**src/rtl/fetch_pkg.sv**
```systemverilog
// Shared types and default constants for the instruction fetch stage.
package fetch_pkg;

   typedef logic [31:0] word_t;

   typedef enum logic {
      IDLE = 1'b0,
      RUN  = 1'b1
   } state_t;

   localparam word_t RESET_PC_DEF = 32'h0000_0000;
   localparam word_t PC_INC_DEF   = 32'd1;

endpackage

```
**src/rtl/fetch_if.sv**
```systemverilog
// Fetch stage bus: redirect input, instruction-memory port and IF/ID output handshake.
interface fetch_if;
   import fetch_pkg::*;

   logic  redirect_valid;
   word_t redirect_pc;
   word_t imem_addr;
   word_t imem_data;
   logic  out_valid;
   logic  out_ready;
   word_t out_instr;
   word_t out_pc;
   word_t out_pc_next;

   modport master (
      input  redirect_valid, redirect_pc, imem_data, out_ready,
      output imem_addr, out_valid, out_instr, out_pc, out_pc_next
   );

   modport slave (
      output redirect_valid, redirect_pc, imem_data, out_ready,
      input  imem_addr, out_valid, out_instr, out_pc, out_pc_next
   );

endinterface

```
**src/rtl/fetch_pc_reg.sv**
```systemverilog
// Program counter register: async reset to RESET_PC, load has priority over increment.
module fetch_pc_reg
   import fetch_pkg::*;
#(
   parameter word_t RESET_PC = RESET_PC_DEF,
   parameter word_t PC_INC   = PC_INC_DEF
) (
   input  logic  clk,
   input  logic  rst,
   input  logic  load_i,
   input  word_t load_pc_i,
   input  logic  en_i,
   output word_t pc_o
);

   word_t pc_q, pc_d;

   // Increment wraps modulo 2^32 with no carry out.
   always_comb begin
      pc_d = pc_q;
      if (load_i) begin
         pc_d = load_pc_i;
      end else if (en_i) begin
         pc_d = pc_q + PC_INC;
      end
   end

   always_ff @(posedge clk or posedge rst) begin
      if (rst) begin
         pc_q <= RESET_PC;
      end else begin
         pc_q <= pc_d;
      end
   end

   assign pc_o = pc_q;

endmodule

```
**src/rtl/fetch_stage.sv**
```systemverilog
// Instruction fetch stage: PC, one-entry IF/ID output register and IDLE/RUN control.
// Defining FETCH_CNT_EN adds output fetch_count, the number of accepted output transfers.
module fetch_stage
   import fetch_pkg::*;
#(
   parameter word_t RESET_PC = RESET_PC_DEF,
   parameter word_t PC_INC   = PC_INC_DEF
) (
   input  logic    clk,
   input  logic    rst,
   fetch_if.master bus
`ifdef FETCH_CNT_EN
   ,
   output word_t   fetch_count
`endif
);

   state_t state_q, state_d;
   logic   valid_q, valid_d;
   word_t  instr_q, instr_d;
   word_t  opc_q, opc_d;
   word_t  opcn_q, opcn_d;
   word_t  pc;
   logic   fetch;

   fetch_pc_reg #(
      .RESET_PC (RESET_PC),
      .PC_INC   (PC_INC)
   ) u_pc (
      .clk       (clk),
      .rst       (rst),
      .load_i    (bus.redirect_valid),
      .load_pc_i (bus.redirect_pc),
      .en_i      (fetch),
      .pc_o      (pc)
   );

   always_comb begin
      state_d = state_q;
      valid_d = valid_q;
      instr_d = instr_q;
      opc_d   = opc_q;
      opcn_d  = opcn_q;
      fetch   = 1'b0;
      // Redirect flushes the output and suppresses the fetch, whatever the state.
      if (bus.redirect_valid) begin
         state_d = RUN;
         valid_d = 1'b0;
      end else if (state_q == IDLE) begin
         state_d = RUN;
      end else if (!valid_q || bus.out_ready) begin
         fetch   = 1'b1;
         valid_d = 1'b1;
         instr_d = bus.imem_data;
         opc_d   = pc;
         opcn_d  = pc + PC_INC;
      end
   end

   always_ff @(posedge clk or posedge rst) begin
      if (rst) begin
         state_q <= IDLE;
         valid_q <= 1'b0;
         instr_q <= '0;
         opc_q   <= '0;
         opcn_q  <= '0;
      end else begin
         state_q <= state_d;
         valid_q <= valid_d;
         instr_q <= instr_d;
         opc_q   <= opc_d;
         opcn_q  <= opcn_d;
      end
   end

   assign bus.imem_addr   = pc;
   assign bus.out_valid   = valid_q;
   assign bus.out_instr   = instr_q;
   assign bus.out_pc      = opc_q;
   assign bus.out_pc_next = opcn_q;

`ifdef FETCH_CNT_EN
   word_t cnt_q, cnt_d;

   // A transfer counts even when a redirect flushes the same cycle.
   assign cnt_d = (valid_q && bus.out_ready) ? cnt_q + 32'd1 : cnt_q;

   always_ff @(posedge clk or posedge rst) begin
      if (rst) begin
         cnt_q <= '0;
      end else begin
         cnt_q <= cnt_d;
      end
   end

   assign fetch_count = cnt_q;
`endif

endmodule

```
**src/flat_wrapper.sv**
```systemverilog
// flat-port wrapper written by rule: the top's interface ports become plain ports
module fetch_stage_flat import fetch_pkg::*;
#(
   parameter word_t RESET_PC = RESET_PC_DEF,
   parameter word_t PC_INC   = PC_INC_DEF
)
  (clk, rst, bus_redirect_valid, bus_redirect_pc, bus_imem_data, bus_out_ready, bus_imem_addr, bus_out_valid, bus_out_instr, bus_out_pc, bus_out_pc_next);
  fetch_if bus_i ();
  input  logic clk;
  input  logic rst;
  input wire logic [$bits(bus_i.redirect_valid)-1:0] bus_redirect_valid;
  input wire logic [$bits(bus_i.redirect_pc)-1:0] bus_redirect_pc;
  input wire logic [$bits(bus_i.imem_data)-1:0] bus_imem_data;
  input wire logic [$bits(bus_i.out_ready)-1:0] bus_out_ready;
  output wire logic [$bits(bus_i.imem_addr)-1:0] bus_imem_addr;
  output wire logic [$bits(bus_i.out_valid)-1:0] bus_out_valid;
  output wire logic [$bits(bus_i.out_instr)-1:0] bus_out_instr;
  output wire logic [$bits(bus_i.out_pc)-1:0] bus_out_pc;
  output wire logic [$bits(bus_i.out_pc_next)-1:0] bus_out_pc_next;
  assign bus_i.redirect_valid = bus_redirect_valid;
  assign bus_i.redirect_pc = bus_redirect_pc;
  assign bus_i.imem_data = bus_imem_data;
  assign bus_i.out_ready = bus_out_ready;
  assign bus_imem_addr = bus_i.imem_addr;
  assign bus_out_valid = bus_i.out_valid;
  assign bus_out_instr = bus_i.out_instr;
  assign bus_out_pc = bus_i.out_pc;
  assign bus_out_pc_next = bus_i.out_pc_next;
  fetch_stage #(.RESET_PC(RESET_PC), .PC_INC(PC_INC)) u_core (.clk(clk), .rst(rst), .bus(bus_i));
endmodule
```
**config.mk**
```make
export PLATFORM = sky130hd
export DESIGN_NAME = fetch_stage_flat
export DESIGN_NICKNAME = d
export VERILOG_FILES = /design/src/rtl/fetch_pkg.sv /design/src/rtl/fetch_if.sv /design/src/rtl/fetch_pc_reg.sv /design/src/rtl/fetch_stage.sv /design/src/flat_wrapper.sv
export SDC_FILE = /design/constraint.sdc
export NUM_CORES = 1
export LEC_CHECK = 0
export CORE_UTILIZATION = 45
export CTS_CLUSTER_SIZE = 10
export DETAILED_ROUTE_END_ITERATION = 7
export PLACE_DENSITY = 0.79
export RECOVER_POWER = 50
export SLEW_MARGIN = 20
export SYNTH_ARGS = -nofsm -noshare
export SYNTH_HDL_FRONTEND = slang
export SYNTH_SLANG_ARGS = --single-unit
```
**constraint.sdc**
```tcl
create_clock -name clk -period 8.1 [get_ports clk]
set_input_delay 0.81 -clock clk [delete_from_list [all_inputs] [get_ports clk]]
set_output_delay 0.81 -clock clk [all_outputs]
set_load 0.02 [all_outputs]
```
==> results of run 1 <==
==> logic make-up after synthesis <==
group | count (synthesis) | synth area share [%]
XOR/XNOR | 60 | 9.001
AO/OA/AOI/OAI | 64 | 5.536
multiplexers | 66 | 12.53
other | 1 | 0.06332
flip-flops | 130 | 54.93
buffers and inverters | 40 | 2.916
adder cells (fa/ha/maj) | 1 | 0.2112
AND/OR/NAND/NOR | 174 | 14.81
==> synth_stat cells <==
cell type  number
nor2_1         48
o21ai_1         1
clkbuf_1       20
xnor2_2         1
xor2_1         23
nand4_2         2
o31a_1          2
nand3_4         1
or3_1           1
and4_1          7
mux2i_1         1
nor4_1          9
nand2b_1        2
inv_1           3
buf_4           2
dfrtp_1       130
nand3_1        15
buf_2          10
or3_4           1
conb_1          1
mux2_2         65
nand4_1        12
and2_1          4
nand2_1        48
o21ai_0        30
or2_2           1
ha_1            1
nor3_1         14
and3_1          5
nor4b_1         1
a21oi_1        31
and2_0          1
buf_1           3
xnor2_1        36
or4_1           1
nand4_4         1
clkbuf_2        2
==> routing by layer <==
layer / wire length, um / global-route usage, %
met5: 0 / 0
met2: 7336 / 38.42
met4: 144 / 8.608
met3: 1476 / 8.407
met1: 6456 / 29.44
==> worst min-delay path by stage <==
| stage | from | end | slack [ns] | cells after the start |
|---|---|---|---|---|
| floorplan | u_core.state_q | u_core.bus.out_valid | 0.53 | 2 |
| global route | u_core.bus.out_pc[8] | u_core.bus.out_pc[8] | 0.51 | 1 |
| finish | u_core.bus.out_pc[9] | u_core.bus.out_pc[9] | 0.50 | 1 |
| CTS | u_core.bus.out_instr[28] | u_core.bus.out_instr[28] | 0.51 | 1 |
| global placement | u_core.bus.out_instr[3] | u_core.bus.out_instr[3] | 0.49 | 1 |
| detailed placement | u_core.bus.out_instr[28] | u_core.bus.out_instr[28] | 0.49 | 1 |
==> stage by stage <==
stage                     std cells  utilization [%]  instance area [um^2]
final                           904            67.35                  8568
after floorplan                 536                -                  5922
after global routing            904            67.35                  8568
after CTS                       904            67.41                  8576
after global placement          872            62.75                  7983
after detailed placement        872            62.75                  7983
==> cell type report <==
cell class	instances	area, um^2
Clock buffer	17	425.4
Clock inverter	15	167.7
Fill cell	972	4154
Inverter	3	12.51
Multi-Input combinational cell	366	2504
Sequential cell	130	3253
Tap cell	172	215.2
Timing Repair Buffer	201	1991
==> sequential cells by signal, indices dropped and copies added (netlist names) <==
name	count
u_core.bus.out_pc_next	32
u_core.state_q	1
u_core.u_pc.pc_o	32
u_core.bus.out_valid	1
u_core.bus.out_instr	32
u_core.bus.out_pc	32
==> power by group through the flow <==
stage          Combinational [mW]  Clock, mW  Sequential (mW)
5_1_grt                     0.575      0.809            0.858
2_1_floorplan               0.166          0            0.965
4_1_cts                     0.577      0.780            0.847
3_3_place_gp                0.566          0            0.850
3_5_place_dp                0.574          0            0.857
6_report                    0.537      0.763            0.842
==> critical path, stage by stage <==
cell	delay, ns
buf_2	0.08
clkbuf_1	1.83
nor2_4	-0.02
buf_4	0.43
buf_4	0.44
mux2_2	0.36
==> results.yml, run 1 <==
synthesis:
  synth.avg_cell_area_um2: 11.05
  synth-seq-cells: 130
  post-synth-top-area-cell: "dfrtp_1"
  synthTopCellsByArea: "dfrtp_1 55%, mux2_2 12%, xnor2_1 5.3%"
  synth.distinct_cells: 37
  synth_top_cell_area_share_pct: 54.93
  number_of_standard_cells_after_synthesis: 536
  post_synth_instance_area_um2: 5922
  synthesis.yosys.warnings: 0
  synth.yosys.seq_area_share_pct: 54.93
  syn-num-nets: 605
power_and_ir_drop:
  p_int_mw: 1.501
  comb_power_share_pct: 25.1
  power.switching_mw: 0.6409
  switching_share_pct: 29.93
  irDropWorstVdd_mv: 0.1157
  seq_power_share_pct: 39.3
  power-per-cell-area_nw_per_um2: 249.9
  power_frac_clock_pct: 35.6
  total_power_consumption_mw: 2.142
  static-leakage-power_nw: 3.402
critical_path:
  r2r_start: "u_core.bus.out_valid"
  timing_worst_setup_path_type: "in -> reg"
  end_point_of_the_critical_path: "u_core.bus.out_pc[18]"
  critical_path_source_type: "input port"
  type_of_element_capturing_the_critical_path: "flop"
  setup.worst_path.start: "bus_redirect_valid"
  reg2reg_to: "u_core.bus.out_pc[18]"
  critPathRequiredTime_ns: 8.40
  r2r_setup_slack_ns: 5.30
  crit_fanout: 66
  worst_r2r_path_depth: 6
  arrival_ns: 4.02
floorplanning:
  fp.dieArea_um2: 13620
  die_height_um: 116.7
  die_width_um: 116.7
  initial_core_utilization_pct: 46.55
  design.core.area_um2: 12720
  num_rows: 41
  floorplan.io_pins: 197
clock_tree:
  cts_inserted_buffers: 17
  tritoncts_num_sinks: 130
  post_cts.repair.setup_buffers: 0
  clk_latency_ns: 0.42
  worst_setup_hold_path_clk_slew_ns: 0.05
  ctsHoldBuffers: 0
  cts.htree.levels: 4
  clock_path_buffers: 2
  clock_tree.root_cell: "clkbuf_16"
  tritoncts: "built"
  postCtsResizedCells: 0
cells_and_area:
  fin_nets: 788
  antenna_cells: 0
  layout.cells.most_common_list: "130 x dfrtp_1, 101 x dlygate4sd3_1, 94 x clkdlybuf4s50_1"
  most_common_library_cell_in_the_layout_ignoring_fill_and_taps: "dfrtp_1"
  post_route_cells_drive_above_1_share_pct: 15.16
  area_growth_syn_to_layout_pct: 44.69
routing:
  routed_wire_length_per_instance_um: 17.05
  detailroute.via_count: 4672
  drt_pre_antenna_iters: 4
  drc: 0
  route.antenna.remaining_nets: 0
  detail_route.vias_per_cell: 5.168
  totalWireLength_um: 15410
  drt-initial-drc-count: 187
flow_run:
  drv_cap: 2
sta:
  hold_ws_ns: 0.4974
  finalSetupTns_ns: 0
  timing.final.crit_period_ns: 3.723
  post-route-period-util_pct: 45.96
  rsz0062_at_grt: "false"
  maxSlewViolCount: 127
  worst_pin_slew_ns: 2.588
  final_critical_path_setup_slack_ns: 4.377
  fin_worst_skew_ns: 0.006405
  finalSetupViolCount: 0
  max_transition_margin_pct: -72.51
  hold_viol_final: 0
  max_freq_mhz: 268.6
status:
  status: "finished with violations"
  violations: "capacitance limit, slew limit"
placement:
  portBuffers: 196
  place_worst_setup_slack_ns: 4.459
  globalplace.congestion: 0.8013
  place_hpwl_um: 10800
global_routing:
  grt_first_pass_wirelength_um: 24110
  grt_start_max_net_pins: 73
  gr-usage-all-layers_pct: 23.75
  via_count_of_the_first_global_routing_pass: 4700
  gr-total-overflow: 0
  grt_antenna_before_repair: 0
hold_path:
  hold_class: "reg -> reg"
(Power assumes the default switching activity.)
==> run 2: changes to the inputs <==
==> constraint.sdc (replaced) <==
create_clock -name clk -period 3.5 [get_ports clk]
set_input_delay 0.35 -clock clk [delete_from_list [all_inputs] [get_ports clk]]
set_output_delay 0.35 -clock clk [all_outputs]
set_load 0.02 [all_outputs]
==> run 2 against run 1 <==
Effect of this change: the run still ends with capacitance limit, slew limit left; die area stayed put; total power is 130% higher; utilization is 0.27 points higher; clock skew is 0.00097 ns higher; worst hold slack worse by 0.0093 ns; non-clock buffer count is 1 higher; setup slack worse by 3.3 ns; sequential share of layout area is 0.15 points lower; largest cell class unchanged; largest power group unchanged.
==> results.yml, run 2 (synthesized netlist as in run 1, its figures left out) <==
placement:
  portBuffers: 196
  globalplace.congestion: 0.7997
  place_hpwl_um: 11240
  dp_cells: 873
sta:
  worst_pin_slew_ns: 2.431
  post-route-period-util_pct: 69.40
  maxSlewViolCount: 101
  max_freq_mhz: 411.7
  max_transition_margin_pct: -62.06
  rsz0062_at_grt: "false"
  finalSetupViolCount: 0
  timing.final.crit_period_ns: 2.429
  hold_viol_final: 0
  fin_worst_skew_ns: 0.007372
  finalSetupTns_ns: 0
clock_tree:
  tritoncts_num_sinks: 130
  clk_latency_ns: 0.42
  tritoncts: "built"
  clock_tree.root_cell: "clkbuf_16"
  ctsHoldBuffers: 0
  cts_inserted_buffers: 17
  worst_setup_hold_path_clk_slew_ns: 0.06
  post_cts.repair.setup_buffers: 0
  clock_path_buffers: 2
  cts.htree.levels: 4
  postCtsResizedCells: 0
global_routing:
  grt_first_pass_wirelength_um: 24670
  gr-usage-all-layers_pct: 24.41
  grt_antenna_before_repair: 0
  grt_start_max_net_pins: 128
  via_count_of_the_first_global_routing_pass: 4754
  gr-total-overflow: 0
critical_path:
  worst_r2r_path_depth: 6
  critPathRequiredTime_ns: 3.69
  r2r_setup_slack_ns: 1.10
  setup.worst_path.start: "bus_redirect_valid"
  arrival_ns: 2.62
  type_of_element_capturing_the_critical_path: "flop"
  timing_worst_setup_path_type: "in -> reg"
  reg2reg_to: "u_core.u_pc.pc_o[26]"
  crit_fanout: 65
  critical_path_source_type: "input port"
  r2r_start: "u_core.u_pc.pc_o[0]"
  end_point_of_the_critical_path: "u_core.u_pc.pc_o[22]"
floorplanning:
  floorplan.io_pins: 197
  initial_core_utilization_pct: 46.55
  design.core.area_um2: 12720
  die_height_um: 116.7
  num_rows: 41
  die_width_um: 116.7
  fp.dieArea_um2: 13620
hold_path:
  hold_class: "in -> reg"
cells_and_area:
  instances_no_fill: 905
  multi_input_comb_area_um2: 2504
  seqCellArea_um2: 3253
  most_common_library_cell_in_the_layout_ignoring_fill_and_taps: "clkdlybuf4s50_1"
  layout.cells.most_common_list: "137 x clkdlybuf4s50_1, 130 x dfrtp_1, 65 x mux2_2"
  fin_nets: 789
  area_growth_syn_to_layout_pct: 45.26
  antenna_cells: 0
  post_route_cells_drive_above_1_share_pct: 14.73
  nFillCells: 1010
status:
  status: "finished with violations"
  violations: "capacitance limit, slew limit"
routing:
  totalWireLength_um: 15760
  drt_pre_antenna_iters: 4
  detail_route.vias_per_cell: 5.261
  route.antenna.remaining_nets: 0
  detailroute.via_count: 4761
  drc: 0
  drt-initial-drc-count: 238
  routed_wire_length_per_instance_um: 17.42
power_and_ir_drop:
  static-leakage-power_nw: 3.397
  irDropWorstVdd_mv: 0.3296
  power-per-cell-area_nw_per_um2: 580.7
flow_run:
  drv_cap: 2
==> run 2: layout make-up <==
class	instances	share of cell area, %
Clock inverter	8	1.164
Inverter	3	0.1455
Clock buffer	24	5.833
Multi-Input combinational cell	366	29.11
Sequential cell	130	37.82
Timing Repair Buffer	202	23.43
Tap cell	172	2.502
==> run 2: worst min-delay path by stage <==
stage / from / slack, ns / depth (start not counted) / endpoint
final: bus_redirect_pc[27] / 0.49 / 3 / u_core.u_pc.pc_o[27]
after global routing: bus_redirect_pc[25] / 0.49 / 3 / u_core.u_pc.pc_o[25]
after detailed placement: u_core.bus.out_pc[22] / 0.49 / 1 / u_core.bus.out_pc[22]
after floorplan: bus_redirect_pc[0] / 0.47 / 2 / u_core.u_pc.pc_o[0]
after global placement: u_core.bus.out_instr[20] / 0.49 / 1 / u_core.bus.out_instr[20]
after CTS: rst / 0.44 / 2 / u_core.bus.out_pc_next[0]
==> run 2: per-layer routing <==
layer	global-route usage, %	wire length, um	vias up
met1	29.00	6200	2308
li1	-	-	2218
met5	0	0	-
met3	9.549	1652	25
met4	9.451	299	0
met2	39.96	7611	210
==> run 2: metrics by stage <==
stage	util (%)	area, um^2	setup WS (ns)	hold slack, ns	power [mW]
finish	67.61	8602	1.071	0.4881	4.995
floorplan	-	5926	1.343	0.4710	2.617
global route	67.61	8602	0.7188	0.4916	5.234
detailed placement	62.99	8014	1.081	0.4948	3.323
CTS	67.72	8616	1.149	0.4446	5.106
global placement	62.99	8014	1.154	0.4883	3.284
==> run 2: power by group <==
group / switching (mW) / total, mW / leakage [nW] / internal [mW]
registers: 0.198 / 1.95 / 1.54 / 1.75
clock network: 0.621 / 1.76 / 0.284 / 1.14
logic: 0.639 / 1.28 / 1.57 / 0.645
==> run 2: critical path, stage by stage <==
cell and delay [ns]:
clkbuf_1 0.14, clkbuf_1 1.75, o21ai_0 0.34
==> run 3: changes to the inputs <==
==> constraint.sdc (replaced) <==
create_clock -name clk -period 2.4 [get_ports clk]
set_input_delay 0.24 -clock clk [delete_from_list [all_inputs] [get_ports clk]]
set_output_delay 0.24 -clock clk [all_outputs]
set_load 0.02 [all_outputs]
==> run 3 against run 2 <==
Effect of this change: clock skew is 0.0017 ns lower; first-iteration DRC count up 7.1%; sequential share of layout area shrank 0.40 points; the flow still finishes with violations (capacitance limit, slew limit); setup slack worse by 1.0 ns; final area up 1.1%; via count grew 0.29%; critical endpoint is now u_core.bus.out_pc_next[29]; register-to-register slack worse by 1.0 ns; worst hold slack worse by 0.11 ns; critical path depth rose by 2; die area is the same; routed wire length down 1.2%; combinational power rose by 54%.
==> results.yml, run 3 (synthesized netlist as in run 1, its figures left out) <==
critical_path:
  timing_worst_setup_path_type: "reg -> reg"
  arrival_ns: 2.61
  crit_fanout: 8
  critPathRequiredTime_ns: 2.69
  r2r_start: "u_core.u_pc.pc_o[0]"
  r2r_setup_slack_ns: 0.07
  reg2reg_to: "u_core.bus.out_pc_next[29]"
  setup.worst_path.start: "u_core.u_pc.pc_o[0]"
  critical_path_source_type: "flop"
  type_of_element_capturing_the_critical_path: "flop"
  worst_r2r_path_depth: 5
global_routing:
  gr-total-overflow: 0
  via_count_of_the_first_global_routing_pass: 4833
  gr-usage-all-layers_pct: 23.83
  grt_first_pass_wirelength_um: 24290
  grt_start_max_net_pins: 98
  grt_antenna_before_repair: 1
placement:
  globalplace.congestion: 0.8343
  place_hpwl_um: 11130
  portBuffers: 196
  cell_area_reported_after_detailed_placement_um2: 8177
floorplanning:
  num_rows: 41
  initial_core_utilization_pct: 46.55
  die_height_um: 116.7
  design.core.area_um2: 12720
  die_width_um: 116.7
  floorplan.io_pins: 197
  fp.dieArea_um2: 13620
power_and_ir_drop:
  comb_power_share_pct: 27.5
  power-per-cell-area_nw_per_um2: 822.7
  power.switching_mw: 2.097
  static-leakage-power_nw: 3.471
  seq_power_share_pct: 39.0
  irDropWorstVdd_mv: 0.5324
  switching_share_pct: 29.32
  power_frac_clock_pct: 33.5
  p_int_mw: 5.056
clock_tree:
  worst_setup_hold_path_clk_slew_ns: 0.05
  clk_latency_ns: 0.42
  cts_inserted_buffers: 17
  tritoncts: "built"
  clock_path_buffers: 2
  ctsHoldBuffers: 0
  tritoncts_num_sinks: 130
  post_cts.repair.setup_buffers: 0
  clock_tree.root_cell: "clkbuf_16"
  postCtsResizedCells: 0
  cts.htree.levels: 4
routing:
  routed_wire_length_per_instance_um: 16.85
  drc: 0
  drt_pre_antenna_iters: 4
  detailroute.via_count: 4775
  route.antenna.remaining_nets: 0
  drt-initial-drc-count: 255
  detail_route.vias_per_cell: 5.168
  totalWireLength_um: 15570
sta:
  max_freq_mhz: 430.0
  maxSlewViolCount: 34
  rsz0062_at_grt: "false"
  finalSetupTns_ns: 0
  fin_worst_skew_ns: 0.005633
  post-route-period-util_pct: 96.90
  max_transition_margin_pct: -11.23
  finalSetupViolCount: 0
  worst_pin_slew_ns: 1.669
  timing.final.crit_period_ns: 2.326
  hold_viol_final: 0
cells_and_area:
  layout.core_utilization_pct: 68.34
  post_route_cells_drive_above_1_share_pct: 16.78
  nFillCells: 987
  layout.cells.most_common_list: "144 x clkdlybuf4s50_1, 130 x dfrtp_1, 65 x mux2_2"
  fin_nets: 809
  most_common_library_cell_in_the_layout_ignoring_fill_and_taps: "clkdlybuf4s50_1"
  postLayoutCellArea_um2: 8695
  area_growth_syn_to_layout_pct: 46.82
hold_path:
  hold_depth: 3
  hold_class: "in -> reg"
  worst_hold_startpoint: "bus_redirect_pc[25]"
  min_delay_worst_endpoint: "u_core.u_pc.pc_o[25]"
status:
  status: "finished with violations"
  violations: "capacitance limit, slew limit"
flow_run:
  drv_cap: 1
## run 3: routing by layer
layer	GRT usage, %	routed length (um)	up-vias
li1	-	-	2259
met5	0	0	-
met1	30.75	6589	2288
met4	9.958	262	0
met2	36.92	7310	209
met3	7.888	1407	19
## run 3: power by group through the flow
stage	registers, mW	clock network (mW)	logic (mW)
floorplan	3.26	0	0.559
global placement	2.81	0	2.02
detailed placement	2.83	0	2.05
CTS	2.80	2.43	2.06
global route	2.84	2.54	2.11
finish	2.79	2.39	1.97
## run 3: how the worst max path moves through the flow
stage | endpoint | cells after the start
after global routing | u_core.u_pc.pc_o[26] | 6
final | u_core.bus.out_pc_next[29] | 5
after detailed placement | u_core.bus.out_pc_next[21] | 5
after global placement | u_core.bus.out_pc_next[29] | 5
after CTS | u_core.bus.out_pc_next[21] | 5
after floorplan | u_core.bus.out_pc_next[21] | 7
## run 3: worst max-delay path, stage by stage, from the launching register on
cell     delay (ns)
dfrtp_1        0.49
nand4_2        0.23
or4_1          0.75
nor3_1         0.47
xnor2_1        0.17
a21oi_1        0.08
## run 3: metrics by stage
stage	total power, mW	std cells	hold WS [ns]	setup slack [ns]
4_1_cts	7.291	923	0.3264	0.1493
3_5_place_dp	4.881	893	0.4943	0.1454
3_3_place_gp	4.837	893	0.4872	0.2444
6_report	7.153	924	0.3780	0.07449
5_1_grt	7.491	923	0.3802	0.02486
2_1_floorplan	3.817	536	0.3610	0.2425
## run 3: area by class of cell
type	count	area (um^2)	area share, %
antenna	1	2.502	0.02878
clock buffer	25	495.5	5.699
clock inverter	5	52.55	0.6044
inverter	3	12.51	0.1439
multi-input combinational	366	2509	28.85
sequential	130	3253	37.42
tap	172	215.2	2.475
timing repair buffer	222	2155	24.78
